**config.mk**
```make
export PLATFORM = sky130hd
export DESIGN_NAME = prog_freq_divider
export DESIGN_NICKNAME = d
export VERILOG_FILES = /design/src/rtl/freq_div_pkg.sv /design/src/rtl/div_shadow_ctrl.sv /design/src/rtl/prog_freq_divider.sv
export SDC_FILE = /design/constraint.sdc
export NUM_CORES = 1
export LEC_CHECK = 0
export CAP_MARGIN = 5
export CORE_ASPECT_RATIO = 1.5
export CORE_MARGIN = 4
export CORE_UTILIZATION = 53
export DETAILED_ROUTE_END_ITERATION = 16
export HOLD_SLACK_MARGIN = 0.12
export PLACE_DENSITY = 0.76
export SLEW_MARGIN = 30
export SYNTH_ARGS = -nofsm -noshare
export SYNTH_HDL_FRONTEND = slang
export SYNTH_SLANG_ARGS = --single-unit
```
**constraint.sdc**
```tcl
create_clock -name freq_in -period 3.5 [get_ports freq_in]
set_input_delay 0.7 -clock freq_in [delete_from_list [all_inputs] [get_ports freq_in]]
set_output_delay 0.7 -clock freq_in [all_outputs]
set_load 0.02 [all_outputs]
```
**src/rtl/freq_div_pkg.sv**
```systemverilog
// Shared constants for the programmable frequency divider: FSM encoding and
// the smallest legal divide ratio.
package freq_div_pkg;

  typedef logic [0:0] state_t;

  localparam state_t IDLE = 1'b0;
  localparam state_t RUN  = 1'b1;

  localparam int MIN_DIV = 2;

endpackage

```
**src/rtl/div_shadow_ctrl.sv**
```systemverilog
// Divisor shadow register: captures and clamps load requests, holds the
// pending flag, and promotes the shadow to the active divisor on apply.
module div_shadow_ctrl
  import freq_div_pkg::*;
#(
  parameter int WIDTH       = 16,
  parameter int DEFAULT_DIV = 4
) (
  input  logic             clk,
  input  logic             rst,
  input  logic [WIDTH-1:0] div_in,
  input  logic             div_load,
  input  logic             apply,
  output logic [WIDTH-1:0] active_div,
  output logic [WIDTH-1:0] active_next,
  output logic             div_pending,
  output logic             div_err
);

  localparam logic [WIDTH-1:0] MIN_W = WIDTH'(MIN_DIV);
  localparam logic [WIDTH-1:0] DEF_W = WIDTH'(DEFAULT_DIV);

  logic [WIDTH-1:0] shadow;
  logic             too_small;

  assign too_small = div_in < MIN_W;

  // The top decodes its registered outputs from this, so the divisor in
  // effect after the edge is visible in the same cycle as the wrap.
  assign active_next = (apply && div_pending) ? shadow : active_div;

  always_ff @(posedge clk) begin
    if (rst) begin
      shadow      <= DEF_W;
      active_div  <= DEF_W;
      div_pending <= 1'b0;
      div_err     <= 1'b0;
    end else begin
      active_div <= active_next;
      div_err    <= div_load && too_small;
      if (div_load) begin
        shadow      <= too_small ? MIN_W : div_in;
        div_pending <= 1'b1;
      end else if (apply) begin
        div_pending <= 1'b0;
      end
    end
  end

endmodule

```
**src/rtl/prog_freq_divider.sv**
```systemverilog
// Programmable clock divider: IDLE/RUN FSM, period counter and registered
// freq_out/tick decode; divisor changes take effect only at period boundaries.
module prog_freq_divider
  import freq_div_pkg::*;
#(
  parameter int WIDTH       = 16,
  parameter int DEFAULT_DIV = 4
) (
  input  logic             freq_in,
  input  logic             rst,
  input  logic             en,
  input  logic [WIDTH-1:0] div_in,
  input  logic             div_load,
  output logic             freq_out,
  output logic             tick,
  output logic             div_pending,
  output logic             div_err
);

  state_t           state, state_next;
  logic [WIDTH-1:0] cnt, cnt_next;
  logic [WIDTH-1:0] active_div, active_next;
  logic             wrap, apply;
  logic             freq_d, tick_d;

  assign wrap  = (state == RUN) && (cnt == active_div - WIDTH'(1));
  assign apply = (state == IDLE) || wrap;

  div_shadow_ctrl #(
    .WIDTH      (WIDTH),
    .DEFAULT_DIV(DEFAULT_DIV)
  ) u_shadow (
    .clk        (freq_in),
    .rst        (rst),
    .div_in     (div_in),
    .div_load   (div_load),
    .apply      (apply),
    .active_div (active_div),
    .active_next(active_next),
    .div_pending(div_pending),
    .div_err    (div_err)
  );

  always_comb begin
    state_next = state;
    cnt_next   = '0;
    case (state)
      IDLE: if (en) state_next = RUN;
      RUN: begin
        if (!en)       state_next = IDLE;
        else if (!wrap) cnt_next  = cnt + WIDTH'(1);
      end
      default: state_next = IDLE;
    endcase
  end

  // Outputs are decoded from next-state values so they line up with cnt.
  assign freq_d = (state_next == RUN) && (cnt_next < (active_next >> 1));
  assign tick_d = (state_next == RUN) && (cnt_next == '0);

  always_ff @(posedge freq_in) begin
    if (rst) begin
      state    <= IDLE;
      cnt      <= '0;
      freq_out <= 1'b0;
      tick     <= 1'b0;
    end else begin
      state    <= state_next;
      cnt      <= cnt_next;
      freq_out <= freq_d;
      tick     <= tick_d;
    end
  end

endmodule

```
==> flow_summary.yaml <==
timing:
  fmax_ghz: 0.257
  rsz0062_at_grt: "yes"
  setup_viol: 1
  whs_ns: 0.477
  max_slew_margin: 0.587
  fin_ws_ns: -0.399
  drv_slew: 0
  hold_viol_final: 0
  max_slew.worst_pin.slew_ns: 0.619
  period_needed_ns: 3.90
  fin_crit_sh: 1.11
  tns_ns: -0.399
  skew_ns: 0.00462
critical_path:
  r2r_slack_ns: -0.40
  rr_endpoint: "freq_out"
  crit_fanout: 7
  critPathLaunchType: "register"
  crit_start: "u_shadow.active_div[0]"
  cp-end-kind: "register"
  worstRegToRegCells: 18
  worstReg2RegStart: "u_shadow.active_div[0]"
  critPathRequiredTime_ns: 3.74
  crit_arrival_ns: 4.14
  critPathCapture: "freq_out"
  setup.worst_path.class: "register to register"
clock_network:
  cts_tree: "yes"
  path_clk_slew_ns: 0.09
  clock-root-buffer: "clkbuf_8"
  clockBufferDepth: 2
  numCtsBuffers: 5
  htreeDepth: 2
  cts_hold_buf: 0
  insertion_delay_ns: 0.31
  clkSinkCount: 53
route:
  firstDrtPassIters: 5
  post_drt_wl_per_cell_um: 16.4
  drc: 0
  vias: 3178
  ant_nets: 0
  routed_wirelength_mm: 8.92
  viasPerCell: 5.85
  drt_iter0_drc: 219
logic_synthesis:
  avgSynthCellArea_sq_um: 8.40
  syn_inst: 401
  synth-main-ff-cell: "dfxtp_1"
  synth_edf_count: 0
  synth_cell_type_count: 57
  synthArstFlopShare: 0
  syn_area_sq_mm: 0.00337
  synth_seq_cells: 53
  mappedNetlistNets: 437
  ys_warn_count: 0
  seq_area_frac_synth: 0.315
pwr:
  vdd_drop_max_mv: 0.328
  p_clk_frac: 0.302
  combPwrFrac: 0.188
  powerDensity_mw_per_mm2: 289
  power_switching_uw: 339
  power_uw: 1260
  leakage_uw: 0.00168
  p_sw_frac: 0.270
  power_frac_seq: 0.510
  p_int_uw: 917
status:
  failed_checks: "negative setup slack"
  status: "finished, violations left"
place:
  place_inst: 528
  detailed_place_hpwl_mm: 6.44
  dp_slack_ns: -0.521
  gp_congestion: 0.901
  io_buffer_count: 23
min_path:
  hp-class: "register to register"
global_route:
  grt_pass1_wl_mm: 14.2
  antenna_found_initial: 0
  track_usage: 0.232
  grt_pass1_vias: 3188
  grt.overflow.total: 0
  grt_max_degree: 32
final_layout:
  nNetsFinal: 504
  area_growth_pct: 29.0
  final_cell_count_no_fill: 543
  fillers: 459
  antenna_cells: 0
  drive_gt1_frac: 0.260
die:
  core-area_sq_mm: 0.00617
  die_w_um: 73.1
  initial_core_util: 0.545
  dieHeight_um: 106
  std_cell_rows: 35
  ioPinCount: 24
  die_area_sq_mm: 0.00772
run:
  drv_cap: 0
==> power groups by stage <==
| stage | Combinational (uW) | Clock (uW) | Sequential [uW] |
|---|---|---|---|
| 2_1_floorplan | 131 | 0 | 651 |
| 3_3_place_gp | 207 | 0 | 653 |
| 3_5_place_dp | 211 | 0 | 654 |
| 4_1_cts | 226 | 379 | 640 |
| 5_1_grt | 255 | 412 | 643 |
| 6_report | 236 | 380 | 640 |
==> final cells by class <==
type | instances | area [sq um] | share of cell area
Sequential cell | 53 | 1070 | 0.245
Tap cell | 74 | 92.6 | 0.0213
Clock inverter | 1 | 5.00 | 0.00115
Inverter | 9 | 33.8 | 0.00778
Timing Repair Buffer | 86 | 727 | 0.167
Multi-Input combinational cell | 313 | 2320 | 0.535
Clock buffer | 7 | 96.3 | 0.0222
==> critical path: stages (launching register included) <==
cell and delay (ns):
dfxtp_4 0.37, buf_12 0.13, or4_4 0.55, nor2_4 0.12, xnor2_2 0.08, nor4_4 0.35, nand4b_4 0.20, buf_4 0.19
o211ai_4 0.19, buf_6 0.15, buf_4 0.11, nor2_1 0.05, ha_1 0.34, a21o_1 0.21, a211oi_4 0.25, nand3_1 0.14
nor3_2 0.18, nor3_2 0.06, a21oi_1 0.14
==> cell usage in the layout (no fill, tap or decap), types with 13 or more instances in the layout <==
master	netlist	layout
nor2_1	49	48
o21ai_0	19	15
buf_4	0	60
nor3_1	23	20
a21oi_1	22	21
xnor2_1	20	18
dfxtp_1	53	51
xor2_1	15	15
nand3_1	24	23
clkdlybuf4s50_1	0	22
mux2i_1	14	13
==> metal layers <==
metal	vias to the layer above	GRT usage	share of wire
met5	-	0	0
met4	0	0.0963	0.036
met3	27	0.0305	0.038
met2	98	0.430	0.54
met1	1498	0.252	0.39
li1	1555	-	-
==> Yosys cell counts (all sizes together) (2+ instances only) <==
| master | n | area [sq um] |
|---|---|---|
| xor2 | 15 | 131 |
| and2 | 14 | 87.6 |
| nand4 | 7 | 43.8 |
| a31oi | 4 | 25.0 |
| clkbuf | 12 | 45.0 |
| a21oi | 22 | 110 |
| o22ai | 2 | 18.8 |
| nand2 | 11 | 41.3 |
| ha | 16 | 200 |
| nor3b | 4 | 35.0 |
| inv | 9 | 33.8 |
| nand2b | 4 | 25.0 |
| nand3 | 30 | 180 |
| dfxtp | 53 | 1060 |
| xnor2 | 20 | 175 |
| a21o | 5 | 37.5 |
| o21a | 2 | 22.5 |
| nor2 | 50 | 195 |
| or2 | 2 | 12.5 |
| mux2 | 2 | 22.5 |
| a211oi | 3 | 22.5 |
| nor3 | 23 | 115 |
| mux2i | 14 | 140 |
| o211ai | 3 | 27.5 |
| and4 | 2 | 17.5 |
| nor4 | 8 | 80.1 |
| nor2b | 2 | 12.5 |
| buf | 14 | 97.6 |
| o21ai | 26 | 156 |
| o31ai | 2 | 15.0 |
| nand3b | 3 | 22.5 |
| and3 | 4 | 25.0 |
==> stage by stage <==
step | util | instance area [sq um]
after detailed placement | 0.653 | 4030
final | 0.704 | 4340
after global routing | 0.704 | 4340
after floorplan | - | 3420
after CTS | 0.692 | 4270
after global placement | 0.653 | 4030
==> repair_timing <==
action	in CTS	in global routing
endpoints found under the hold margin	0	0
endpoints found under the setup margin	1	1
resized for setup	19	13
setup buffers	7	0
pin swaps	13	1
cloned	0	0
==> how the worst min path moves through the flow <==
stage	cells past startpoint	start	end
CTS	2	u_shadow.shadow[0]	u_shadow.shadow[0]
global route	2	u_shadow.shadow[0]	u_shadow.shadow[0]
finish	2	u_shadow.shadow[0]	u_shadow.shadow[0]
global placement	2	u_shadow.shadow[14]	u_shadow.active_div[14]
floorplan	2	u_shadow.shadow[0]	u_shadow.active_div[0]
detailed placement	2	u_shadow.shadow[0]	u_shadow.shadow[0]
==> cell families (layout without fill, tap and decap cells) <==
kind of cell             after synthesis  after routing  share of synthesized area
adder cells (fa/ha/maj)               16             16                     0.0595
buffers and inverters                 35            103                     0.0524
multiplexers                          16             16                     0.0483
flip-flops                            53             53                      0.315
AO/OA/AOI/OAI                         77             77                      0.151
XOR/XNOR                              35             35                     0.0910
AND/OR/NAND/NOR                      169            169                      0.283
==> registers in the layout (all words and copies together), names as in the netlist <==
signal and count:
u_shadow.div_pending 1, u_shadow.div_err 1, cnt 16, u_shadow.active_div 16, u_shadow.shadow 16, tick 1
state 1, freq_out 1
No activity file was read; power rests on OpenSTA's default activity.
